==> src/rtl/piezo_pkg.sv <==
// Shared types and constants for the piezo arbiter.
package piezo_pkg;

    localparam int unsigned HP_W  = 15;
    localparam int unsigned DUR_W = 25;

    typedef enum logic [2:0] {
        IDLE     = 3'd0,
        COLL     = 3'd1,
        BATT_ON  = 3'd2,
        BATT_OFF = 3'd3,
        FAN1     = 3'd4,
        FAN2     = 3'd5,
        FAN3     = 3'd6
    } state_t;

    typedef enum logic [1:0] {
        SRC_NONE = 2'd0,
        SRC_COLL = 2'd1,
        SRC_BATT = 2'd2,
        SRC_FAN  = 2'd3
    } src_t;

    // Tone half-periods in 50 MHz clocks
    localparam logic [HP_W-1:0] HP_COLL = 15'd12500;
    localparam logic [HP_W-1:0] HP_BATT = 15'd25000;
    localparam logic [HP_W-1:0] HP_FAN1 = 15'd15944;
    localparam logic [HP_W-1:0] HP_FAN2 = 15'd11945;
    localparam logic [HP_W-1:0] HP_FAN3 = 15'd9480;

    // Duration exponents: state lasts 2^exp clocks
    localparam int unsigned FAN_EXP_REAL  = 23;
    localparam int unsigned FAN_EXP_SIM   = 12;
    localparam int unsigned BON_EXP_REAL  = 22;
    localparam int unsigned BON_EXP_SIM   = 11;
    localparam int unsigned BOFF_EXP_REAL = 24;
    localparam int unsigned BOFF_EXP_SIM  = 13;

    // Terminal timer count for a 2^exp duration
    function automatic logic [DUR_W-1:0] dur_last(input int unsigned exp);
        logic [DUR_W-1:0] one;
        one = DUR_W'(1);
        return (one << exp) - one;
    endfunction

endpackage

==> src/rtl/piezo_tone.sv <==
// Square-wave generator: half-period counter plus output flop.
module piezo_tone
    import piezo_pkg::*;
(
    input  logic            clk,
    input  logic            rst_n,
    input  logic            restart,
    input  logic            en,
    input  logic [HP_W-1:0] half_per,
    output logic            sq
);

    logic [HP_W-1:0] cnt;

    // Restart forces a high first half-cycle; otherwise toggle every half_per clocks
    always_ff @(posedge clk) begin
        if (!rst_n) begin
            cnt <= '0;
            sq  <= 1'b0;
        end else if (restart) begin
            cnt <= '0;
            sq  <= 1'b1;
        end else if (en) begin
            if (cnt == half_per - HP_W'(1)) begin
                cnt <= '0;
                sq  <= ~sq;
            end else begin
                cnt <= cnt + HP_W'(1);
            end
        end
    end

endmodule

==> src/rtl/piezo_arb.sv <==
// Fixed-priority owner of the piezo: collision > battery chirp > fanfare.
module piezo_arb
    import piezo_pkg::*;
#(
    parameter bit FAST_SIM = 1'b1
) (
    input  logic       clk,
    input  logic       rst_n,
    input  logic       buzz,
    input  logic       batt_low,
    input  logic       fanfare_req,
    output logic       piezo,
    output logic       piezo_n,
    output logic       busy,
    output logic [1:0] src
);

    localparam logic [DUR_W-1:0] FAN_LAST  = dur_last(FAST_SIM ? FAN_EXP_SIM  : FAN_EXP_REAL);
    localparam logic [DUR_W-1:0] BON_LAST  = dur_last(FAST_SIM ? BON_EXP_SIM  : BON_EXP_REAL);
    localparam logic [DUR_W-1:0] BOFF_LAST = dur_last(FAST_SIM ? BOFF_EXP_SIM : BOFF_EXP_REAL);

    state_t            state;
    state_t            nxt;
    logic [DUR_W-1:0]  dur_cnt;
    logic [DUR_W-1:0]  dur_lim;
    logic              dur_end;
    logic              fan_pend;
    logic              in_fan;
    logic              tone_active;
    logic [HP_W-1:0]   half_per;
    src_t              src_e;
    logic              sq;
    logic              state_chg;

    // Per-state decode of tone pitch, duration limit and source
    always_comb begin
        tone_active = 1'b0;
        half_per    = '0;
        dur_lim     = '0;
        src_e       = SRC_NONE;
        in_fan      = 1'b0;
        case (state)
            COLL:     begin tone_active = 1'b1; half_per = HP_COLL; src_e = SRC_COLL; end
            BATT_ON:  begin tone_active = 1'b1; half_per = HP_BATT; dur_lim = BON_LAST;  src_e = SRC_BATT; end
            BATT_OFF: begin dur_lim = BOFF_LAST; src_e = SRC_BATT; end
            FAN1:     begin tone_active = 1'b1; half_per = HP_FAN1; dur_lim = FAN_LAST; src_e = SRC_FAN; in_fan = 1'b1; end
            FAN2:     begin tone_active = 1'b1; half_per = HP_FAN2; dur_lim = FAN_LAST; src_e = SRC_FAN; in_fan = 1'b1; end
            FAN3:     begin tone_active = 1'b1; half_per = HP_FAN3; dur_lim = FAN_LAST; src_e = SRC_FAN; in_fan = 1'b1; end
            default:  ;
        endcase
    end

    assign dur_end   = (dur_cnt == dur_lim);
    assign state_chg = (nxt != state);

    // Next-state logic, first matching rule wins
    always_comb begin
        nxt = state;
        if (buzz) begin
            nxt = COLL;
        end else begin
            case (state)
                IDLE: begin
                    if (batt_low)      nxt = BATT_ON;
                    else if (fan_pend) nxt = FAN1;
                end
                COLL:     nxt = IDLE;
                BATT_ON:  if (!batt_low) nxt = IDLE; else if (dur_end) nxt = BATT_OFF;
                BATT_OFF: if (!batt_low) nxt = IDLE; else if (dur_end) nxt = BATT_ON;
                FAN1:     if (batt_low) nxt = BATT_ON; else if (dur_end) nxt = FAN2;
                FAN2:     if (batt_low) nxt = BATT_ON; else if (dur_end) nxt = FAN3;
                FAN3:     if (batt_low) nxt = BATT_ON; else if (dur_end) nxt = IDLE;
                default:  nxt = IDLE;
            endcase
        end
    end

    // State register
    always_ff @(posedge clk) begin
        if (!rst_n) state <= IDLE;
        else        state <= nxt;
    end

    // Duration timer, cleared on every state change
    always_ff @(posedge clk) begin
        if (!rst_n)         dur_cnt <= '0;
        else if (state_chg) dur_cnt <= '0;
        else                dur_cnt <= dur_cnt + DUR_W'(1);
    end

    // Single-entry fanfare latch; requests during playback are dropped
    always_ff @(posedge clk) begin
        if (!rst_n)                                fan_pend <= 1'b0;
        else if (nxt == FAN1 && state != FAN1)     fan_pend <= 1'b0;
        else if (fanfare_req && !in_fan)           fan_pend <= 1'b1;
    end

    piezo_tone u_tone (
        .clk      (clk),
        .rst_n    (rst_n),
        .restart  (state_chg),
        .en       (tone_active),
        .half_per (half_per),
        .sq       (sq)
    );

    assign piezo   = tone_active & sq;
    assign piezo_n = tone_active & ~sq;
    assign busy    = (state != IDLE);
    assign src     = src_e;

endmodule

==> config.mk <==
export PLATFORM = sky130hd
export DESIGN_NAME = piezo_arb
export DESIGN_NICKNAME = d
export VERILOG_FILES = /design/src/rtl/piezo_pkg.sv /design/src/rtl/piezo_tone.sv /design/src/rtl/piezo_arb.sv
export SDC_FILE = /design/constraint.sdc
export NUM_CORES = 1
export LEC_CHECK = 0
export ABC_AREA = 1
export ABC_CLOCK_PERIOD_IN_PS = 3150
export BUFFER_PORTS_ARGS = -buffer_cell sky130_fd_sc_hd__buf_2
export CAP_MARGIN = 20
export CELL_PAD_IN_SITES_DETAIL_PLACEMENT = 2
export CELL_PAD_IN_SITES_GLOBAL_PLACEMENT = 2
export CORE_UTILIZATION = 35
export DETAILED_ROUTE_END_ITERATION = 6
export HOLD_SLACK_MARGIN = 0.02
export PLACE_DENSITY_LB_ADDON = 0.1
export REMOVE_ABC_BUFFERS = 1
export SLEW_MARGIN = 10
export SYNTH_ARGS = -nofsm -noshare
export SYNTH_HDL_FRONTEND = slang
export SYNTH_HIERARCHICAL = 1
export SYNTH_SLANG_ARGS = --single-unit
==> constraint.sdc <==
create_clock -name clk -period 3.15 [get_ports clk]
set_input_delay 0.1575 -clock clk [delete_from_list [all_inputs] [get_ports clk]]
set_output_delay 0.1575 -clock clk [all_outputs]
set_load 0.005 [all_outputs]
==> flow_metrics.env <==
export IMPL_status="finished, final reports clean"
export IMPL_cp_arrival_ns=3.11
export IMPL_cap_viol_max_count=0
export IMPL_hold_ws_ns=0.1701
export IMPL_clockBufferDepth=2
export IMPL_setup_viol=0
export IMPL_grt_usage=0.2054
export IMPL_vias_per_cell=4.813
export IMPL_syn_to_final_growth_pct=10.56
export IMPL_critPathKind="register to register"
export IMPL_hold_buffers=0
export IMPL_p_leak_nw=1.700
export IMPL_grt_pass1_wl_um=17940
export IMPL_max_freq_ghz=0.3473
export IMPL_synth_commonest_cells="nand2_1 (133), inv_1 (77), nor2_1 (76)"
export IMPL_dp_slack_ns=0.1124
export IMPL_synth_seq_area_share=0.2478
export IMPL_slowest_delay_ns=0.45
export IMPL_synth_top_area_frac=0.2478
export IMPL_antenna_found_initial=0
export IMPL_worstHoldPathType="primary input to register"
export IMPL_ys_async_sr_fraction=0
export IMPL_worst_r2r_setup_slack_ns=0.27
export IMPL_rows=36
export IMPL_die_w_um=103.9
export IMPL_slew_headroom=0.6700
export IMPL_vias=3393
export IMPL_hold_viol_final=0
export IMPL_grt_pass1_vias=3685
export IMPL_cts_sinks=45
export IMPL_place_congestion=0.8657
export IMPL_die_h_um=103.9
export IMPL_synthesis_area_um2=3636
export IMPL_peakVddDrop_mv=0.1660
export IMPL_finalCoreUtilization=0.4057
export IMPL_die_area_um2=10800
export IMPL_num_antenna_cells=0
export IMPL_yosysWarnings=6
export IMPL_gr_usage_met3=0.01880
export IMPL_use_met1=0.2388
export IMPL_fin_total_pwr_mw=1.313
export IMPL_syn_inst=544
export IMPL_cp_required_ns=3.38
export IMPL_htreeDepth=2
export IMPL_grt_max_degree=16
export IMPL_cts_buffers=5
export IMPL_io_pins=10
export IMPL_cpMaxStageDelayCell="dfxtp_1"
export IMPL_clock_latency_ns=0.31
export IMPL_drt_pass1_iterations=4
export IMPL_synth_cell_types=37
export IMPL_busiest_layer="met2"
export IMPL_crit_path_start_kind="register"
export IMPL_drv_slew=0
export IMPL_core_area_um2=9910
export IMPL_cp_common_cell="nand2_1"
export IMPL_dp_hpwl_um=8666
export IMPL_ant_nets=0
export IMPL_cts_root_buf="clkbuf_8"
export IMPL_io_buffers=9
export IMPL_grtUsageMet2=0.4024
export IMPL_clkSlewWorstSetupHoldPaths_ns=0.10
export IMPL_drc=0
export IMPL_cp_cell_sequence="inv_1 -> ha_2 -> nand2_8 -> nand3_2 -> inv_2 -> nand2_2 -> nand3_2 -> nand2_1 -> nand2_2 -> nand2_1 -> nand2_1 -> nand2_1 -> nand2_2 -> nand2_1 -> nand2_1 -> nand2_2 -> nor2_4 -> nand2_1 -> inv_2 -> nand3_4 -> nor3_1"
export IMPL_wl_um=10940
export IMPL_p_per_area_nw_per_um2=326.6
export IMPL_drt_initial_drc_count=59
export IMPL_synth_edff_count=0
export IMPL_skew_ns=0.01645
export IMPL_fin_crit_sh=0.9140
export IMPL_ys_seq_elements=45
export IMPL_crit_path_max_fanout=9
export IMPL_initial_utilization=0.3669
export IMPL_synth_area_leaders="dfxtp_1 (25%), nand2_1 (14%), inv_1 (7.9%), nor2_1 (7.8%), xor2_1 (7.2%)"
export IMPL_period_needed_ns=2.879
export IMPL_grt_overflow=0
export IMPL_syn_area_per_cell_um2=6.684
export IMPL_yosysMostFrequentCell="nand2_1"
export IMPL_cts_tree="built"
export IMPL_synth_flop_cell="dfxtp_1"
export IMPL_worstMarginPinSlew_ns=0.4912
export IMPL_synth_area_leader_cell="dfxtp_1"
export IMPL_wire_per_inst_um=15.51
export IMPL_endpoint_kind="register"
export IMPL_final_nets=584
export IMPL_finalWorstSetupSlack_ns=0.2710
export IMPL_drive_gt1_frac=0.1958
[worst paths after layout]
check	end	from	cells after the start
max	u_tone/cnt[9]$_SDFFE_PP0P_	state[0]$_SDFF_PN0_	21
min	fan_pend$_SDFFE_PP0P_	fanfare_req	5
max reg2reg	u_tone/cnt[9]$_SDFFE_PP0P_	state[0]$_SDFF_PN0_	21
min reg2reg	u_tone/cnt[0]$_SDFFE_PP0P_	u_tone/cnt[0]$_SDFFE_PP0P_	2
[per-stage QoR]
| stage | std cells | TNS [ns] | instance area (um2) |
|---|---|---|---|
| 6_report | 705 | 0 | 4020 |
| 3_5_place_dp | 693 | 0 | 3876 |
| 2_1_floorplan | 538 | 0 | 3555 |
| 4_1_cts | 701 | 0 | 3966 |
| 3_3_place_gp | 693 | 0 | 3876 |
| 5_1_grt | 705 | -0.000006661 | 4020 |
[sequential cells by signal (all words and copies together) (netlist names)]
| register | count |
|---|---|
| dur_cnt | 25 |
| fan_pend | 1 |
| state | 3 |
| u_tone/cnt | 15 |
| u_tone/sq | 1 |
[power by group]
| group | internal [mW] | switching (mW) |
|---|---|---|
| clock network | 0.158 | 0.224 |
| registers | 0.576 | 0.0103 |
| logic | 0.112 | 0.233 |
[worst max-delay path: cells and delay by family (launching register included)]
kind,cells,cell delay (ns)
simple gates,17,1.65
flops,1,0.45
buf+inv,3,0.44
fa+ha+maj,1,0.28
[repair_timing]
action | 4_1_cts | 5_1_grt
resized for setup | 0 | 6
endpoints found under the setup margin | 0 | 31
buffers inserted | 0 | 3
[routing by layer]
metal / vias up / part of all wire / wire [um]
met1: 1641 / 0.44 / 4813
met3: 7 / 0.0093 / 102
met4: 0 / 0.0085 / 93
met2: 18 / 0.54 / 5927
li1: 1727 / - / -
met5: - / 0 / 0
[cell usage in the layout, fill, tap and decap left out, types with 3 or more instances in the layout]
master	instances
nor2_1	75
nor3_1	16
clkbuf_8	5
buf_2	9
buf_4	15
nand3b_1	3
a21oi_2	3
nand4_1	12
nand2_4	4
nand2_2	9
inv_1	76
xor2_1	30
inv_2	5
nand2_1	133
nand3_4	3
a21oi_1	11
dfxtp_1	45
o21ai_0	6
nor2_2	17
nand3_1	31
nor2_4	23
ha_1	6
nand3_2	5
xnor2_1	10
[cell type report]
class	instances	area (um2)
Clock inverter	3	21.27
Sequential cell	45	900.9
Clock buffer	5	68.82
Multi-Input combinational cell	411	2365
Tap cell	133	166.4
Timing Repair Buffer	25	177.7
Inverter	83	320.3
Fill cell	1229	5889
[logic make-up after synthesis]
logic type / Yosys count / share of synthesized area
simple gates: 334 / 0.4728
buf+inv: 90 / 0.1115
flops: 45 / 0.2478
xor+xnor: 40 / 0.09635
compound gates: 26 / 0.04302
fa+ha+maj: 8 / 0.02753
other cells: 1 / 0.001031
(Power assumes the default switching activity.)
